<file path="config.mk">
export PLATFORM = sky130hd
export DESIGN_NAME = point_fetch_ctrl
export DESIGN_NICKNAME = d
export VERILOG_FILES = /design/src/rtl/point_fetch_ctrl.sv
export SDC_FILE = /design/constraint.sdc
export NUM_CORES = 1
export LEC_CHECK = 0
export CORE_MARGIN = 3
export CORE_UTILIZATION = 52
export DETAILED_ROUTE_END_ITERATION = 6
export PLACE_DENSITY = 0.94
export SLEW_MARGIN = 20
export SYNTH_ARGS = -nofsm -noshare
export SYNTH_HDL_FRONTEND = slang
export SYNTH_SLANG_ARGS = --single-unit
</file>
<file path="constraint.sdc">
create_clock -name clk -period 8.4 [get_ports clk]
set_clock_uncertainty 0.15 [all_clocks]
set_input_delay 2.52 -clock clk [delete_from_list [all_inputs] [get_ports clk]]
set_output_delay 2.52 -clock clk [all_outputs]
set_load 0.02 [all_outputs]
</file>
<file path="src/rtl/point_fetch_ctrl.sv">
// point_fetch_ctrl: builds DIM-coordinate points from a flat coordinate RAM.
// It reads DIM consecutive words per point, packs them into one word, and
// offers each point on a valid/ready port.
// Optional build macro: PFC_ABORT_EN adds an abort input that cancels a
// running request. When the macro is undefined the port does not exist.
module point_fetch_ctrl #(
    parameter int DIM     = 3,
    parameter int COORD_W = 32,
    parameter int ADDR_W  = 8,
    parameter int CNT_W   = 8
) (
    input  logic                   clk,
    input  logic                   rst,
`ifdef PFC_ABORT_EN
    input  logic                   abort,
`endif
    input  logic                   start,
    input  logic [ADDR_W-1:0]      base_addr,
    input  logic [CNT_W-1:0]       num_pts,
    output logic                   busy,
    output logic                   done,
    output logic                   err,
    output logic                   mem_rd_en,
    output logic [ADDR_W-1:0]      mem_addr,
    input  logic [COORD_W-1:0]     mem_rd_data,
    output logic                   pt_valid,
    input  logic                   pt_ready,
    output logic [DIM*COORD_W-1:0] pt_data,
    output logic [CNT_W-1:0]       pt_index
);

    localparam logic [2:0] S_IDLE  = 3'd0;
    localparam logic [2:0] S_FETCH = 3'd1;
    localparam logic [2:0] S_DRAIN = 3'd2;
    localparam logic [2:0] S_EMIT  = 3'd3;
    localparam logic [2:0] S_DONE  = 3'd4;

    // Request range check is done wide enough that base + num*DIM cannot wrap.
    localparam int CHK_W = ADDR_W + CNT_W + 4;

    logic [2:0]                        state_q, state_d;
    logic [ADDR_W-1:0]                 addr_q, addr_d;
    logic [CNT_W-1:0]                  num_q, num_d;
    logic [CNT_W-1:0]                  idx_q, idx_d;
    logic [3:0]                        rd_cnt_q, rd_cnt_d;
    logic                              rd_vld_q, rd_vld_d;
    logic [3:0]                        rd_slot_q, rd_slot_d;
    logic [DIM-1:0][COORD_W-1:0]       asm_q, asm_d;
    logic                              done_q, done_d;
    logic                              err_q, err_d;

    logic [CHK_W-1:0]                  req_end;
    logic [CHK_W-1:0]                  req_lim;
    logic                              req_bad;
    logic                              last_pt;

    assign req_end = CHK_W'(base_addr) + CHK_W'(num_pts) * CHK_W'(DIM);
    assign req_lim = CHK_W'(1) << ADDR_W;
    assign req_bad = (num_pts == '0) || (req_end > req_lim);
    assign last_pt = (idx_q == num_q - CNT_W'(1));

    // Next-state logic: sequencing, read issue, data capture and pulses.
    always_comb begin
        state_d   = state_q;
        addr_d    = addr_q;
        num_d     = num_q;
        idx_d     = idx_q;
        rd_cnt_d  = rd_cnt_q;
        rd_vld_d  = 1'b0;
        rd_slot_d = rd_slot_q;
        asm_d     = asm_q;
        done_d    = 1'b0;
        err_d     = 1'b0;

        // Read data returns one cycle after the strobe; drop it into its slot.
        for (int k = 0; k < DIM; k++) begin
            if (rd_vld_q && (rd_slot_q == 4'(k))) begin
                asm_d[k] = mem_rd_data;
            end
        end

        case (state_q)
            S_IDLE: begin
                if (start) begin
                    if (req_bad) begin
                        done_d = 1'b1;
                        err_d  = 1'b1;
                    end else begin
                        addr_d   = base_addr;
                        num_d    = num_pts;
                        idx_d    = '0;
                        rd_cnt_d = '0;
                        state_d  = S_FETCH;
                    end
                end
            end
            S_FETCH: begin
                rd_vld_d  = 1'b1;
                rd_slot_d = rd_cnt_q;
                addr_d    = addr_q + ADDR_W'(1);
                if (rd_cnt_q == 4'(DIM - 1)) begin
                    rd_cnt_d = '0;
                    state_d  = S_DRAIN;
                end else begin
                    rd_cnt_d = rd_cnt_q + 4'd1;
                end
            end
            S_DRAIN: begin
                state_d = S_EMIT;
            end
            S_EMIT: begin
                if (pt_ready) begin
                    if (last_pt) begin
                        state_d = S_DONE;
                    end else begin
                        idx_d   = idx_q + CNT_W'(1);
                        state_d = S_FETCH;
                    end
                end
            end
            S_DONE: begin
                state_d = S_IDLE;
            end
            default: begin
                state_d = S_IDLE;
            end
        endcase

`ifdef PFC_ABORT_EN
        // Abort wins over everything else, including a same-cycle handshake.
        if (abort && (state_q != S_IDLE)) begin
            state_d  = S_IDLE;
            rd_vld_d = 1'b0;
            rd_cnt_d = '0;
            idx_d    = idx_q;
            done_d   = 1'b1;
            err_d    = 1'b1;
        end
`endif
    end

    // State registers; reset clears everything, including any read in flight.
    always_ff @(posedge clk) begin
        if (rst) begin
            state_q   <= S_IDLE;
            addr_q    <= '0;
            num_q     <= '0;
            idx_q     <= '0;
            rd_cnt_q  <= '0;
            rd_vld_q  <= 1'b0;
            rd_slot_q <= '0;
            asm_q     <= '0;
            done_q    <= 1'b0;
            err_q     <= 1'b0;
        end else begin
            state_q   <= state_d;
            addr_q    <= addr_d;
            num_q     <= num_d;
            idx_q     <= idx_d;
            rd_cnt_q  <= rd_cnt_d;
            rd_vld_q  <= rd_vld_d;
            rd_slot_q <= rd_slot_d;
            asm_q     <= asm_d;
            done_q    <= done_d;
            err_q     <= err_d;
        end
    end

    assign busy      = (state_q != S_IDLE);
    assign mem_rd_en = (state_q == S_FETCH);
    assign mem_addr  = mem_rd_en ? addr_q : '0;
    assign pt_valid  = (state_q == S_EMIT);
    assign pt_data   = asm_q;
    assign pt_index  = idx_q;
    // done_q carries reject/abort pulses, which never overlap the DONE state.
    assign done      = done_q || (state_q == S_DONE);
    assign err       = err_q;

endmodule

</file>
After elaboration in Yosys (flattened, before gate mapping)

Index checks and enable logic that the tools add are counted.
W data, S select, Z words.

$add $sub $neg: 5
$mul: 1
Magnitude comparators: 1
Eq/ne operators: 13
Multiplexer cells: 21
Bitwise operators: 3
Reduce and logical (&&, ||, !) cells: 16

Operators with widths:

| operator               | count |
|---|---|
| $mux W8                | 7 |
| $pmux W8 S2            | 2 |
| $add A8 B1 Y8 const B  | 2 |
| $mux W3                | 5 |
| $mux W4                | 3 |
| $pmux W3 S4            | 1 |
| $add A8 B10 Y11        | 1 |
| $gt A11 B9 Y1 const B  | 1 |
| $mul A8 B2 Y10 const B | 1 |
| $eq A4 B2 Y1 const B   | 2 |
| $eq A8 B8 Y1           | 1 |
| $logic_not A8 Y1       | 1 |
| $pmux W4 S2            | 1 |
| $sub A8 B1 Y8 const B  | 1 |
| $eq A3 B2 Y1 const B   | 2 |
| $ne A2 B2 Y1 const B   | 3 |
| $reduce_and A3 Y1      | 2 |
| $reduce_and A5 Y1      | 1 |
| $add A4 B1 Y4 const B  | 1 |
| $eq A4 B1 Y1 const B   | 1 |
| $logic_not A4 Y1       | 1 |
| $ne A2 B1 Y1 const B   | 2 |
| $reduce_and A4 Y1      | 1 |
| $reduce_bool A2 Y1     | 2 |
| other kinds (9)        | 15 |

Flip-flop bits (word level): 133
Input port bits: 52
Output and inout port bits: 117
Logic and storage cells: 71

Longest topological paths before layout

Depth in word-level cells: 7
Depth in mapped cells: 13
Mapped depth without buffers: 12

Worst setup path before layout

OpenSTA, ideal clock, no wires.

Kind: input -> register
Start: input base_addr[1]
End: register addr_q[6]
Library setup time: 0.132 ns
Data arrival time: 5.864 ns
Slack: 2.254 ns
Cell stages on the path: 13
Buffers on the path: 1
Cells stage by stage: inv_1 > fa_1 > inv_1 > ha_1 > fa_1 > or3_1 > a2111o_1 > a211o_1 > or4_4 > a21o_1 > buf_6 > a311oi_2 > a21oi_1

Longest elaborated chain between the ends: 5

Ends and longest elaborated chain:

| item                        | line | text |
|---|---|---|
| start: declaration          | 18   | `input logic [ADDR_W-1:0] base_addr,` |
| $add A8 B10 Y11             | 57   | `assign req_end = CHK_W'(base_addr) + CHK_W'(num_pts) * CHK_W'(DIM);` |
| $gt A11 B9 Y1               | 59   | `assign req_bad = (num_pts == '0) \|\| (req_end > req_lim);` |
| $logic_or A1 B1 Y1          | 59   |  |
| $ne A2 B2 Y1 (no line)      | --   |  |
| $reduce_and A3 Y1 (no line) | --   |  |
| end signal: assignment      | 157  | `addr_q <= addr_d;` |
| end: declaration            | 42   | `logic [ADDR_W-1:0] addr_q, addr_d;` |

Every way passes these cells.
A chain may end at the register's enable or synchronous reset.

Final worst setup path

Start: input num_pts[1]
End: register idx_q[7], in the netlist pt_index[7]

Longest elaborated chain between the ends: 6

Ends and longest elaborated chain:

| item                            | line | text |
|---|---|---|
| start: declaration              | 19   | `input logic [CNT_W-1:0] num_pts,` |
| $mul A8 B2 Y10                  | 57   |  |
| $add A8 B10 Y11                 | 57   |  |
| $gt A11 B9 Y1                   | 59   |  |
| $logic_or A1 B1 Y1 (*)          | 59   |  |
| $ne A2 B2 Y1 (no line) (*)      | --   |  |
| $reduce_and A5 Y1 (no line) (*) | --   |  |
| end signal: assignment          | 159  | `idx_q <= idx_d;` |
| end: declaration                | 44   | `logic [CNT_W-1:0] idx_q, idx_d;` |

Every way passes the cells marked *; elsewhere a longest branch is shown, timed or not.

==> metrics.md <==
| Metric | Value |
|---|---|
| Run status | finished clean |
| Clk buf depth | 2 |
| Post-synth top flop | dfxtp_1 |
| Switch Pwr | about 550 uW |
| Post-Syn Instances | 759 |
| Clock-pin slew of the registers on the worst-case setup and hold paths | 60 ps |
| Unique masters post-synth | 60 |
| Combinational power share | between 20% and 30% |
| Total congestion overflow | 0 |
| Crit Path Class | in -> reg |
| Int Power | about 1200 uW |
| H-tree Lvls | 4 |
| Crit start category | primary input |
| Area growth syn-to-layout | 37.6% |
| Minimum clock period | approximately 6500 ps |
| RSZ-0062 raised after global routing | no |
| Final WL | roughly 18000 microns |
| Root buf cell | clkbuf_16 |
| CTS buffer count | 17 |
| Die ar. | ~13000 sq um |
| Die height | 114 microns |
| CP Max Fanout | 7 |
| Cell area after synthesis | slightly above 6000 sq um |
| DRC viols | 0 |
| Routed Antenna Nets | 0 |
| Filler cell count | 760 |
| CTS Sinks | 133 |
| Die width | 114 microns |
| Num ports | between 150 and 200 |
| FP Rows | 38 |
| Required time worst endpoint | approximately 8500 ps |
| Initial antenna violation count | 0 |
| Register area share after synthesis | around 44% |
| Slew headroom | about half |
| Yosys reg bits | around 130 |
| WP data arrival | around 6700 ps |
| Skew-Pair Late Insertion Delay | approximately 420 ps |
| Routability Congestion | 0.955 |
| Vias per cell | between 5 and 6 |
| Starting Density | 54.4% |
| Port bufs | approximately 170 |
| Via count | slightly above 6000 |
| Vias in the first global route | 5836 |
| Setup Viol. Count Final | 0 |
| CTS tree | yes |
| Fin. max-slew vios | 0 |
| Async SR Flop Fraction | 0% |
| Initial drt markers | approximately 620 |
| Post-cts sizing count | 0 |
| Setup TNS | 0 ps |
| Number of nets in the layout | approximately 990 |
| Final Hold Fails | 0 |
| Clock share of power | 38.1% |
| Fin crit share | between 70 and 80% |
| First-pass GRT wire length | 28500 microns |
| Area leader, netlist | dfxtp_1 |
| Top post-synthesis cells by area | dfxtp_1 44%, nand2_1 14%, a21oi_1 11% |
| Power per cell area | approximately 210 nW/um^2 |
| Post-CTS Setup Bufs | 0 |
| CP endpoint kind | flop |
| 1st-pass router iterations | 6 |
| Mapped Nets | roughly 840 |
| Flop pwr share | between 30 and 40% |
| Synth top area share | 44.0% |
| Slew @ Worst Pin | 777 ps |
| Tightest Hold Check Type | reg -> reg |
| Slack of the critical path | around 1900 ps |
| Syn avg cell area | between 7 and 8 sq um |
| Ant. Diodes | 0 |
| Peak VDD IR | about 0.00014 V |
| Sw Share | slightly above 30% |
| Number of synthesized flops with an enable pin | 0 |
| Ys Warns | 0 |
| Dpl hpwl | 12300 microns |
| Hold_buf cts | 0 |
| Total of max-cap violations | 0 |
| P_leak | 0.00297 uW |
| Fraction of layout cells with a size suffix above 1 | around 5.2% |
| Place WS | around 1400 ps |
| GRT Total Usage | between 20% and 30% |
| Largest net degree at the start of global routing | 70 |
| Peak Freq | ~150 MHz |
| DR WL/cell | approximately 17 microns |
| CORE AREA | between 10000 and 15000 sq um |
[layer usage]
metal / global-route usage, % / part of all wire [%] / vias up
li1: - / - / 2881
met1: 33.1 / 41 / 2865
met2: 46.1 / 48 / 307
met3: 6.26 / 7.6 / 57
met4: 12.5 / 3.2 / 0
met5: 0 / 0 / -
[state kept, by name (all words and copies together) (netlist names)]
| name | count |
|---|---|
| pt_data | 96 |
| addr_q | 8 |
| num_q | 8 |
| pt_index | 8 |
| rd_cnt_q | 4 |
| rd_slot_q | 4 |
| state_q | 3 |
| err | 1 |
| rd_vld_q | 1 |
[Yosys cell counts, drive strengths merged, types with 9 or more instances]
cell type and n:
ha 18, nor2 32, and2 10, clkbuf 41, nor3 11, nand3 11, nand2 220, a21oi 128
inv 20, mux2i 11, dfxtp 133, and3 9
[layout make-up]
class / count / area, sq um / area share, %
Clock buffer: 18 / 429 / 5.16
Multi-Input combinational cell: 561 / 3140 / 37.7
Timing Repair Buffer: 174 / 1720 / 20.7
Inverter: 21 / 78.8 / 0.947
Tap cell: 140 / 175 / 2.10
Clock inverter: 13 / 111 / 1.34
Sequential cell: 133 / 2660 / 32.0
[cell usage in the layout (no fill, tap or decap), types with 4 or more instances in the layout]
cell type        instances
a211oi_1                 6
nor3_1                  11
and3_1                   9
clkdlybuf4s50_1        167
clkinv_4                 4
nand2_1                220
xnor2_1                  8
a21o_1                   4
nand3_1                 11
ha_1                    18
clkinv_2                 6
o21a_1                   8
clkbuf_16               17
nor2_1                  32
a21oi_1                127
inv_1                   20
a31oi_1                  5
buf_4                    7
mux2i_1                 11
fa_1                     8
and2_1                  10
dfxtp_1                133
nand2b_1                 6
o21ai_0                  7
[per-stage QoR]
step	power (uW)	hold WS [ps]	instances	utilization [%]	cell area (sq um)
after floorplan	970	281	759	-	6050
after global placement	1100	291	1029	69.9	7780
after detailed placement	1110	296	1029	69.9	7780
after CTS	1780	304	1060	74.8	8320
after global routing	1860	321	1060	74.8	8320
final	1790	302	1060	74.8	8320
[kinds of logic (layout without fill, tap and decap cells)]
family	after synthesis	count (layout)	synth area share, %
multiplexers	12	12	2.01
AND/OR/NAND/NOR	325	325	23.4
adder cells (fa/ha/maj)	26	26	6.37
flip-flops	133	133	44.0
XOR/XNOR	11	11	1.59
AO/OA/AOI/OAI	187	187	18.3
buffers and inverters	65	226	4.28
[worst max-delay path: stages]
cell             delay [ps]
clkdlybuf4s50_1         560
inv_1                   100
fa_1                    490
inv_1                    40
ha_1                    220
fa_1                    420
or3_1                   310
a2111o_1                380
a211o_1                 290
nor4_1                  550
nor3_1                  100
a2bb2oi_1               510
a31oi_1                 150
[final timing paths]
check / startpoint / end / slack, ps / depth (start not counted)
hold / removal: pt_data[76]$_SDFFE_PP0P_ / pt_data[76]$_SDFFE_PP0P_ / 300 / 2
hold reg to reg: pt_data[76]$_SDFFE_PP0P_ / pt_data[76]$_SDFFE_PP0P_ / 300 / 2
setup / recovery: num_pts[1] / pt_index[7]$_SDFFE_PP0P_ / 1870 / 13
setup reg to reg: num_q[0]$_SDFFE_PP0P_ / pt_index[7]$_SDFFE_PP0P_ / 5600 / 9
[power groups by stage]
stage	combinational (uW)	sequential, uW	clock [uW]
finish	405	701	681
floorplan	243	727	0
global placement	388	712	0
CTS	401	700	683
detailed placement	396	713	0
global route	443	706	710
(Power assumes the default switching activity.)
